### config.mk
export PLATFORM = sky130hd
export DESIGN_NAME = servo_slew_limiter_flat
export DESIGN_NICKNAME = d
export VERILOG_FILES = /design/src/rtl/servo_pkg.sv /design/src/rtl/servo_slew_limiter_if.sv /design/src/rtl/step_tick_gen.sv /design/src/rtl/servo_slew_limiter.sv /design/src/flat_wrapper.sv
export SDC_FILE = /design/constraint.sdc
export NUM_CORES = 1
export LEC_CHECK = 0
export ABC_AREA = 1
export CORE_MARGIN = 2
export CORE_UTILIZATION = 65
export DETAILED_ROUTE_END_ITERATION = 12
export PLACE_DENSITY = 0.86
export SYNTH_ARGS = -nofsm -noshare
export SYNTH_HDL_FRONTEND = slang
export SYNTH_HIERARCHICAL = 1
export SYNTH_SLANG_ARGS = --single-unit
export TNS_END_PERCENT = 10
### constraint.sdc
create_clock -name i_clk -period 6.5 [get_ports i_clk]
set_input_delay 1.625 -clock i_clk [delete_from_list [all_inputs] [get_ports i_clk]]
set_output_delay 1.625 -clock i_clk [all_outputs]
set_load 0.05 [all_outputs]
### src/rtl/servo_pkg.sv
// Shared types and defaults for the servo slew limiter.
package servo_pkg;

  localparam int DATA_W       = 13;
  localparam int MIN_PW_DEF   = 500;
  localparam int MAX_PW_DEF   = 2500;
  localparam int RESET_PW_DEF = 1500;

  typedef logic [DATA_W-1:0] pw_t;

  // state   | meaning
  // IDLE    | o_data parked (== target_q, or waiting for enable/hold release)
  // RAMP    | stepping o_data toward target_q once per step period
  // HOLD    | ramp frozen mid-flight, counter and o_data held
  typedef enum logic [1:0] {
    ST_IDLE = 2'd0,
    ST_RAMP = 2'd1,
    ST_HOLD = 2'd2
  } slew_state_t;

endpackage

### src/rtl/servo_slew_limiter_if.sv
// Channel bus between data_controller/pwm_driver side and the slew limiter.
interface servo_slew_limiter_if;
  import servo_pkg::*;

  pw_t  i_target;
  logic i_enable;
  logic i_hold;
  pw_t  o_data;
  logic o_busy;
  logic o_settled;
  logic o_update;

  modport master (
    output i_target, i_enable, i_hold,
    input  o_data, o_busy, o_settled, o_update
  );

  modport slave (
    input  i_target, i_enable, i_hold,
    output o_data, o_busy, o_settled, o_update
  );

endinterface

### src/rtl/step_tick_gen.sv
// Ramp step timer: one-cycle tick every PERIOD counting cycles, with
// clear (to 0), enable (count) and freeze (hold the current count).
module step_tick_gen #(
  parameter int PERIOD = 50000
) (
  input  logic i_clk,
  input  logic i_rst_n,
  input  logic clear,
  input  logic enable,
  input  logic freeze,
  output logic tick
);

  localparam int CW = $clog2(PERIOD);
  localparam logic [CW-1:0] LAST = CW'(PERIOD - 1);

  logic [CW-1:0] cnt;

  assign tick = enable && !freeze && !clear && (cnt == LAST);

  // Count while enabled and not frozen, wrapping to 0 on the tick.
  always_ff @(posedge i_clk or negedge i_rst_n) begin
    if (!i_rst_n) begin
      cnt <= '0;
    end else if (clear) begin
      cnt <= '0;
    end else if (enable && !freeze) begin
      cnt <= (cnt == LAST) ? '0 : cnt + 1'b1;
    end
  end

endmodule

### src/rtl/servo_slew_limiter.sv
// Clamps the requested servo pulse width and rate-limits the value
// handed to pwm_driver; reports busy/settled status.
module servo_slew_limiter
  import servo_pkg::*;
#(
  parameter int STEP_PERIOD_CLKS = 50000,
  parameter int STEP_SIZE        = 10,
  parameter int MIN_PW           = MIN_PW_DEF,
  parameter int MAX_PW           = MAX_PW_DEF,
  parameter int RESET_PW         = RESET_PW_DEF
) (
  input  logic                 i_clk,
  input  logic                 i_rst_n,
  servo_slew_limiter_if.slave  bus
);

  localparam pw_t MIN_V   = pw_t'(MIN_PW);
  localparam pw_t MAX_V   = pw_t'(MAX_PW);
  localparam pw_t RESET_V = pw_t'(RESET_PW);
  localparam pw_t STEP_V  = pw_t'(STEP_SIZE);
  localparam logic [DATA_W:0] STEP_D = (DATA_W+1)'(STEP_SIZE);

  slew_state_t     state, state_nxt;
  pw_t             clamped, target_q, data_q, data_nxt;
  logic [DATA_W:0] diff;
  logic            up;
  logic            tick;
  logic            final_step;
  logic            update_q;
  logic            tick_clear, tick_enable;

  // Unsigned clamp of the raw request into the legal servo range.
  always_comb begin
    clamped = bus.i_target;
    if (bus.i_target < MIN_V)      clamped = MIN_V;
    else if (bus.i_target > MAX_V) clamped = MAX_V;
  end

  // One-cycle input register for the clamped target.
  always_ff @(posedge i_clk or negedge i_rst_n) begin
    if (!i_rst_n) target_q <= RESET_V;
    else          target_q <= clamped;
  end

  assign tick_clear  = (state == ST_IDLE) || !bus.i_enable;
  assign tick_enable = (state == ST_RAMP);

  step_tick_gen #(
    .PERIOD (STEP_PERIOD_CLKS)
  ) u_tick (
    .i_clk   (i_clk),
    .i_rst_n (i_rst_n),
    .clear   (tick_clear),
    .enable  (tick_enable),
    .freeze  (bus.i_hold),
    .tick    (tick)
  );

  // Step arithmetic: distance is taken one bit wider so it never wraps,
  // and a step that would overshoot lands exactly on the target instead.
  always_comb begin
    up         = (target_q > data_q);
    diff       = up ? ({1'b0, target_q} - {1'b0, data_q})
                    : ({1'b0, data_q} - {1'b0, target_q});
    final_step = (diff <= STEP_D);
    data_nxt   = data_q;
    if (!bus.i_enable) begin
      data_nxt = target_q;
    end else if (tick) begin
      if (final_step) data_nxt = target_q;
      else if (up)    data_nxt = data_q + STEP_V;
      else            data_nxt = data_q - STEP_V;
    end
  end

  // State, output value and update strobe registers.
  always_ff @(posedge i_clk or negedge i_rst_n) begin
    if (!i_rst_n) begin
      state    <= ST_IDLE;
      data_q   <= RESET_V;
      update_q <= 1'b0;
    end else begin
      state    <= state_nxt;
      data_q   <= data_nxt;
      update_q <= (data_nxt != data_q);
    end
  end

  // Next-state decode; bypass wins over everything, including hold.
  always_comb begin
    state_nxt = state;
    if (!bus.i_enable) begin
      state_nxt = ST_IDLE;
    end else begin
      unique case (state)
        ST_IDLE: if (!bus.i_hold && (data_q != target_q)) state_nxt = ST_RAMP;
        ST_RAMP: begin
          if (bus.i_hold)                state_nxt = ST_HOLD;
          else if (data_q == target_q)   state_nxt = ST_IDLE;
          else if (tick && final_step)   state_nxt = ST_IDLE;
        end
        ST_HOLD: if (!bus.i_hold) state_nxt = ST_RAMP;
        default: state_nxt = ST_IDLE;
      endcase
    end
  end

  // Status outputs for the overlay and replay sequencer.
  always_comb begin
    bus.o_busy    = ((state == ST_RAMP) || (state == ST_HOLD)) && (data_q != target_q);
    bus.o_settled = (state == ST_IDLE) && (data_q == target_q);
  end

  assign bus.o_data   = data_q;
  assign bus.o_update = update_q;

endmodule

### src/flat_wrapper.sv
// flat-port wrapper written by rule: the top's interface ports become plain ports
module servo_slew_limiter_flat import servo_pkg::*;
#(
  parameter int STEP_PERIOD_CLKS = 50000,
  parameter int STEP_SIZE        = 10,
  parameter int MIN_PW           = MIN_PW_DEF,
  parameter int MAX_PW           = MAX_PW_DEF,
  parameter int RESET_PW         = RESET_PW_DEF
)
  (i_clk, i_rst_n, bus_i_target, bus_i_enable, bus_i_hold, bus_o_data, bus_o_busy, bus_o_settled, bus_o_update);
  servo_slew_limiter_if bus_i ();
  input  logic i_clk;
  input  logic i_rst_n;
  input wire logic [$bits(bus_i.i_target)-1:0] bus_i_target;
  input wire logic [$bits(bus_i.i_enable)-1:0] bus_i_enable;
  input wire logic [$bits(bus_i.i_hold)-1:0] bus_i_hold;
  output wire logic [$bits(bus_i.o_data)-1:0] bus_o_data;
  output wire logic [$bits(bus_i.o_busy)-1:0] bus_o_busy;
  output wire logic [$bits(bus_i.o_settled)-1:0] bus_o_settled;
  output wire logic [$bits(bus_i.o_update)-1:0] bus_o_update;
  assign bus_i.i_target = bus_i_target;
  assign bus_i.i_enable = bus_i_enable;
  assign bus_i.i_hold = bus_i_hold;
  assign bus_o_data = bus_i.o_data;
  assign bus_o_busy = bus_i.o_busy;
  assign bus_o_settled = bus_i.o_settled;
  assign bus_o_update = bus_i.o_update;
  servo_slew_limiter #(.STEP_PERIOD_CLKS(STEP_PERIOD_CLKS), .STEP_SIZE(STEP_SIZE), .MIN_PW(MIN_PW), .MAX_PW(MAX_PW), .RESET_PW(RESET_PW)) u_core (.i_clk(i_clk), .i_rst_n(i_rst_n), .bus(bus_i));
endmodule
=== After elaboration in Yosys (flattened, before gate mapping) ===
Cells that the tools add are included.

* Flip-flop bits (word level): 45
* Input port bits: 17
* Output and inout bits: 16
* Logic and storage cells: 55

* $add $sub $neg: 5
* $lt $le $gt $ge: 4
* Equal/unequal tests: 9
* Mux-type cells: 17
* Reductions and logical operators: 15

{| class="wikitable"
|+ Operator list
! kind !! number
|-
| two-way mux 13 bit || 6
|-
| two-way mux 16 bit || 3
|-
| subtractor 13 x 13 -> 14 bit || 2
|-
| inequality test 13 bit || 2
|-
| adder 16 x 1 -> 16 bit (second input constant) || 1
|-
| equality test 16 bit (second input constant) || 1
|-
| less-or-equal comparator 14 x 4 -> 1 bit (second input constant) || 1
|-
| two-way mux 14 bit || 1
|-
| adder 13 x 4 -> 13 bit (second input constant) || 1
|-
| equality test 13 bit || 1
|-
| > comparator 13 x 12 -> 1 bit (second input constant) || 1
|-
| > comparator 13 bit || 1
|-
| less-than comparator 13 x 9 -> 1 bit (second input constant) || 1
|-
| subtractor 13 x 4 -> 13 bit (second input constant) || 1
|-
| two-way mux 2 bit || 6
|-
| logical AND 1 bit || 7
|-
| one-hot mux 2 bit (3 select lines) || 1
|-
| inequality test 5 x 3 -> 1 bit (second input constant) || 1
|-
| logical NOT 1 bit || 3
|-
| inequality test 3 x 2 -> 1 bit (second input constant) || 1
|-
| inequality test 3 bit (second input constant) || 1
|-
| AND reduction 3 bit || 1
|-
| equality test 2 x 1 -> 1 bit (second input constant) || 1
|-
| equality test 2 bit (second input constant) || 1
|-
| 3 further kinds || 4
|}

=== Depth between registers and ports, before layout ===
* Word-level depth: 11
* Gate-level depth with buffers: 27
* Gate-level depth less buffers: 26

=== Modules after synthesis ===
The synthesis kept the hierarchy.

{| class="wikitable"
|+ Modules (own cells, without submodules)
! module !! times used !! cells an instance !! area an instance (µm²)
|-
| servo_slew_limiter || 1 || 691 || 4,206.5
|-
| step_tick_gen || 1 || 145 || 1,077.3
|}

=== Worst setup path after synthesis ===
No wires, ideal clock.

* Path type: reg-to-output
* From: register u_core.data_q[8] (netlist: u_core/bus.o_data[8])
* To: output port bus_o_busy
* Arrival time: 2.361 ns
* Required time: 4.875 ns
* Path slack: 2.514 ns
* Stages on the path, launching flop included: 9
* Cells stage by stage: dfstp_2 -> inv_1 -> ha_1 -> nand2_2 -> nor2_2 -> and2_4 -> nand2_4 -> inv_1 -> nor2_1

* Word-level cells in the longest chain between the ends: 2

{| class="wikitable"
|+ Ends and longest elaborated chain
! what !! line !! text
|-
| from (decl) || servo_slew_limiter.sv:24 || <nowiki>pw_t clamped, target_q, data_q, data_nxt;</nowiki>
|-
| from (signal assigned) || servo_slew_limiter.sv:84 || <nowiki>data_q <= data_nxt;</nowiki>
|-
| inequality test 13 bit || servo_slew_limiter.sv:110 || <nowiki>bus.o_busy = ((state == ST_RAMP) || (state == ST_HOLD)) && (data_q != target_q);</nowiki>
|-
| logical AND 1 bit || servo_slew_limiter.sv:110 ||
|-
| to (decl) || flat_wrapper.sv:18 || <nowiki>output wire logic [$bits(bus_i.o_busy)-1:0] bus_o_busy;</nowiki>
|}

Every way passes these cells.

=== Worst setup path in the final report ===
* From: register u_core.data_q[8] (netlist: u_core/bus.o_data[8])
* To: output port bus_o_settled

* Word-level cells in the longest chain between the ends: 2

{| class="wikitable"
|+ Ends and longest elaborated chain
! what !! line !! text
|-
| equality test 13 bit || servo_slew_limiter.sv:111 || <nowiki>bus.o_settled = (state == ST_IDLE) && (data_q == target_q);</nowiki>
|-
| logical AND 1 bit || servo_slew_limiter.sv:111 ||
|-
| to (decl) || flat_wrapper.sv:19 || <nowiki>output wire logic [$bits(bus_i.o_settled)-1:0] bus_o_settled;</nowiki>
|}

Every way passes these cells.

==> results by group <==
GRT
  – Vias in the first global route: between 5000 and 6000
  – Remaining Overflow, GRT: 0
  – Number of antenna violations at the first check in global routing: 0
  – First-pass GRT wire length: ~24000 µm
  – GR Util All Layers: ~34%
  – Largest net degree at the start of global routing: 46

Die
  – Num rows: 32
  – Core area: a little under 0.008 mm²
  – Num ports: 33
  – Die area: about 0.0089 mm²
  – Die Wd: about 94 µm
  – Chip Height: 94.2 µm
  – Initial Util: 67.7%

Cells and area
  – Diode count: 0
  – Commonest non-fill, non-tap cell in the layout: nand2_1
  – Share of post-route cells with drive strength above 1: approximately a tenth
  – Nets: approximately 920
  – Design area: a little under 0.006 mm²
  – Most frequent cells in the layout: nand2_1 (289), inv_1 (136), nand3_1 (68)
  – Synthesis-to-layout area growth: 9.07%
  – Fillcell total: approximately 660
  – Post-Layout Cell Count: 965
  – Area of the multi-input gates: 0.00352 mm²
  – Register area: about 0.0011 mm²

STA
  – Fin crit period: between 4 and 5 ns
  – Max Slew Vio Count: 0
  – Fmax: approximately 0.22 GHz
  – Final setup margin: about 1.9 ns
  – Final number of hold-violating endpoints: 0
  – RSZ-0062 raised after global routing: no
  – Hold Worst Slack: between 0.5 and 0.6 ns
  – # setup viols final: 0
  – Total Neg Setup Slack: 0 ns
  – Worst-margin pin slew: just over 1 ns
  – Worst clock skew: roughly 0.022 ns
  – Final Cycle Share: a little under three quarters
  – Max_slew headroom: a little under a third

Placement
  – Inst Count DP: ~960
  – Dpl ws: 2.07 ns
  – GP Congestion: 0.927
  – Post-DP Area: approximately 0.0057 mm²
  – Port Buffers: 32
  – Placed wire-length estimate: 11600 µm

Power
  – P_leak: a little over 0.003 µW
  – PwrDens: around 200 mW/mm²
  – Worst vdd ir: 171 µV

Run status
  – Status: finished clean

Critical path
  – Worst Setup End Kind: output pin
  – Critical Path Start Type: register
  – FF-to-FF Start: u_core/bus.o_data[10]
  – Flop-to-flop setup slack: 2.19 ns
  – CP Buf/Inv Count: 2
  – Crit-path slowest cell: clkdlybuf4s50_1
  – RR Endpoint: u_core/bus.o_update
  – Largest stage delay, worst path: roughly 0.83 ns
  – CP max FO: 8
  – Crit path kind: register to output pin
  – Delay-heaviest family, CP: buffers and inverters
  – Critical-path cell list: inv_1 > ha_1 > nand2_2 > nor2_2 > and2_4 > nand2_4 > nor2_1 > clkdlybuf4s50_1
  – CP arrival: 2.99 ns
  – Crit path required time: a little under 5 ns
  – Reg2Reg Depth: 24

Detailed routing
  – Final WL: roughly 15000 µm
  – DR DRC count: 0
  – Total vias in the final route: 5422
  – DRC marker count from the first detailed-route iteration: about 500
  – Mean number of vias per cell: 5.62
  – Pre-antenna DRT Iters: 7
  – Routed len/inst: roughly 15 µm
  – Post-DRT Antenna Nets: 0

Run
  – Max Cap Viol: 0

Synth
  – Synthesis-stage register bit count: 45
  – Mean Syn Cell Area: around 6.3 µm²
  – Syn. warnings: 6
  – Sequential share of the synthesized area: a little over a fifth
  – Count of cell types in the netlist: between 40 and 50
  – Post-synth EDFFs: 0
  – Post-synthesis instance area: ~0.0053 mm²
  – Async set-reset flop share out of synthesis: 100%
  – Mapped Nets: 897
  – Post-synthesis cell count: around 840
  – Main synth FF type: dfrtp_1

Clock network
  – Clk slew on worst S/H paths: around 0.090 ns
  – Worst-skew pair later-pin latency: roughly 0.31 ns
  – Clk root buf: clkbuf_8
  – Resized Gates After CTS: 0
  – Hold buffer count at CTS: 0
  – TritonCTS Buffers: 5
  – Number of H-tree levels: 2
  – Max clock buf depth: 2
  – CTS tree: yes
  – CTS Sinks: 45
  – Post-CTS Setup Repair Bufs: 0

Worst hold path
  – HP Class: register to register
  – WHS Endpoint: u_core/bus.o_data[2]
  – Hold Startpoint: u_core/target_q[2]
  – Hold Path Depth: 2
how the worst max path moves through the flow:
| stage | start | end | cells past startpoint |
|---|---|---|---|
| floorplan | u_core/bus.o_data[8] | bus_o_busy | 8 |
| global placement | bus_i_enable | u_core/bus.o_update | 15 |
| detailed placement | bus_i_enable | u_core/bus.o_update | 15 |
| CTS | u_core/bus.o_data[8] | bus_o_settled | 8 |
| global route | u_core/bus.o_data[8] | bus_o_settled | 8 |
| finish | u_core/bus.o_data[8] | bus_o_settled | 8 |
flip-flops by register name (all words and copies together), names as in the netlist:
register	count
u_core/target_q	13
u_core/u_tick/cnt	16
u_core/bus.o_data	13
u_core/bus.o_update	1
u_core/state	2
area by class of cell:
class / instances / share of cell area [%]
clock inverter: 2 / 0.673
tap: 102 / 2.21
inverter: 142 / 9.34
multi-input combinational: 635 / 61.1
timing repair buffer: 33 / 5.60
clock buffer: 6 / 1.26
sequential: 45 / 19.8
stage by stage:
stage	util [%]	power, µW
2_1_floorplan	-	798
5_1_grt	73.8	1270
3_5_place_dp	72.4	952
3_3_place_gp	72.4	932
4_1_cts	73.8	1170
6_report	73.8	1180
Yosys cell counts, types with 2 or more instances:
cell type  number  area share, %
a21oi_4         2           0.62
dfstp_2        14            7.0
nand3_1        68            6.4
ha_1           41            9.7
nand2_1       289             21
and2_1          2           0.24
nor2_1         54            3.8
xor2_1         14            2.3
fa_1            3            1.1
buf_4           2           0.28
buf_2           4           0.38
o21ai_0        16            1.5
dfrtp_1        31             15
o41ai_1         2           0.33
nor2_4          6            1.3
inv_1         136            9.7
o21ai_2         2           0.33
nand2_4         5            1.1
o22ai_1         4           0.47
o211ai_1        3           0.43
o21bai_1        8            1.1
a21oi_1        36            3.4
nor4_1          3           0.36
nand3_4         2           0.66
nor2_2          6           0.71
nand4_1        16            1.9
buf_6           3           0.64
xnor2_1         2           0.33
nand3_2        16            3.0
nor3_1         10           0.95
nand2_2        10            1.2
clkbuf_1        5           0.36
a31oi_1         3           0.36
inv_2           4           0.28
kinds of logic after synthesis:
logic type,share of synthesized area (%)
other,0.0710
buffers and inverters,11.8
flip-flops,21.6
adder cells (fa/ha/maj),10.8
AND/OR/NAND/NOR,43.5
AO/OA/AOI/OAI,9.42
XOR/XNOR,2.65
report_power, final:
| part | switching [µW] | internal, µW |
|---|---|---|
| logic | 431 | 205 |
| clock network | 104 | 116 |
| registers | 26.5 | 302 |
worst reg2reg max path, delay by kind of cell (launching register included):
family	cells	cell delay, ns
AO/OA/AOI/OAI	3	0.59
adder cells (fa/ha/maj)	2	0.82
flip-flops	1	0.59
buffers and inverters	2	0.20
AND/OR/NAND/NOR	16	1.78
XOR/XNOR	1	0.24
per-layer routing:
layer	vias to the layer above	part of all wire [%]	GRT usage [%]
li1	2686	-	-
met1	2449	42	43.2
met2	243	47	59.1
met3	44	8.3	6.26
met4	0	3.0	11.6
met5	-	0	0
No activity file was read; power rests on OpenSTA's default activity.
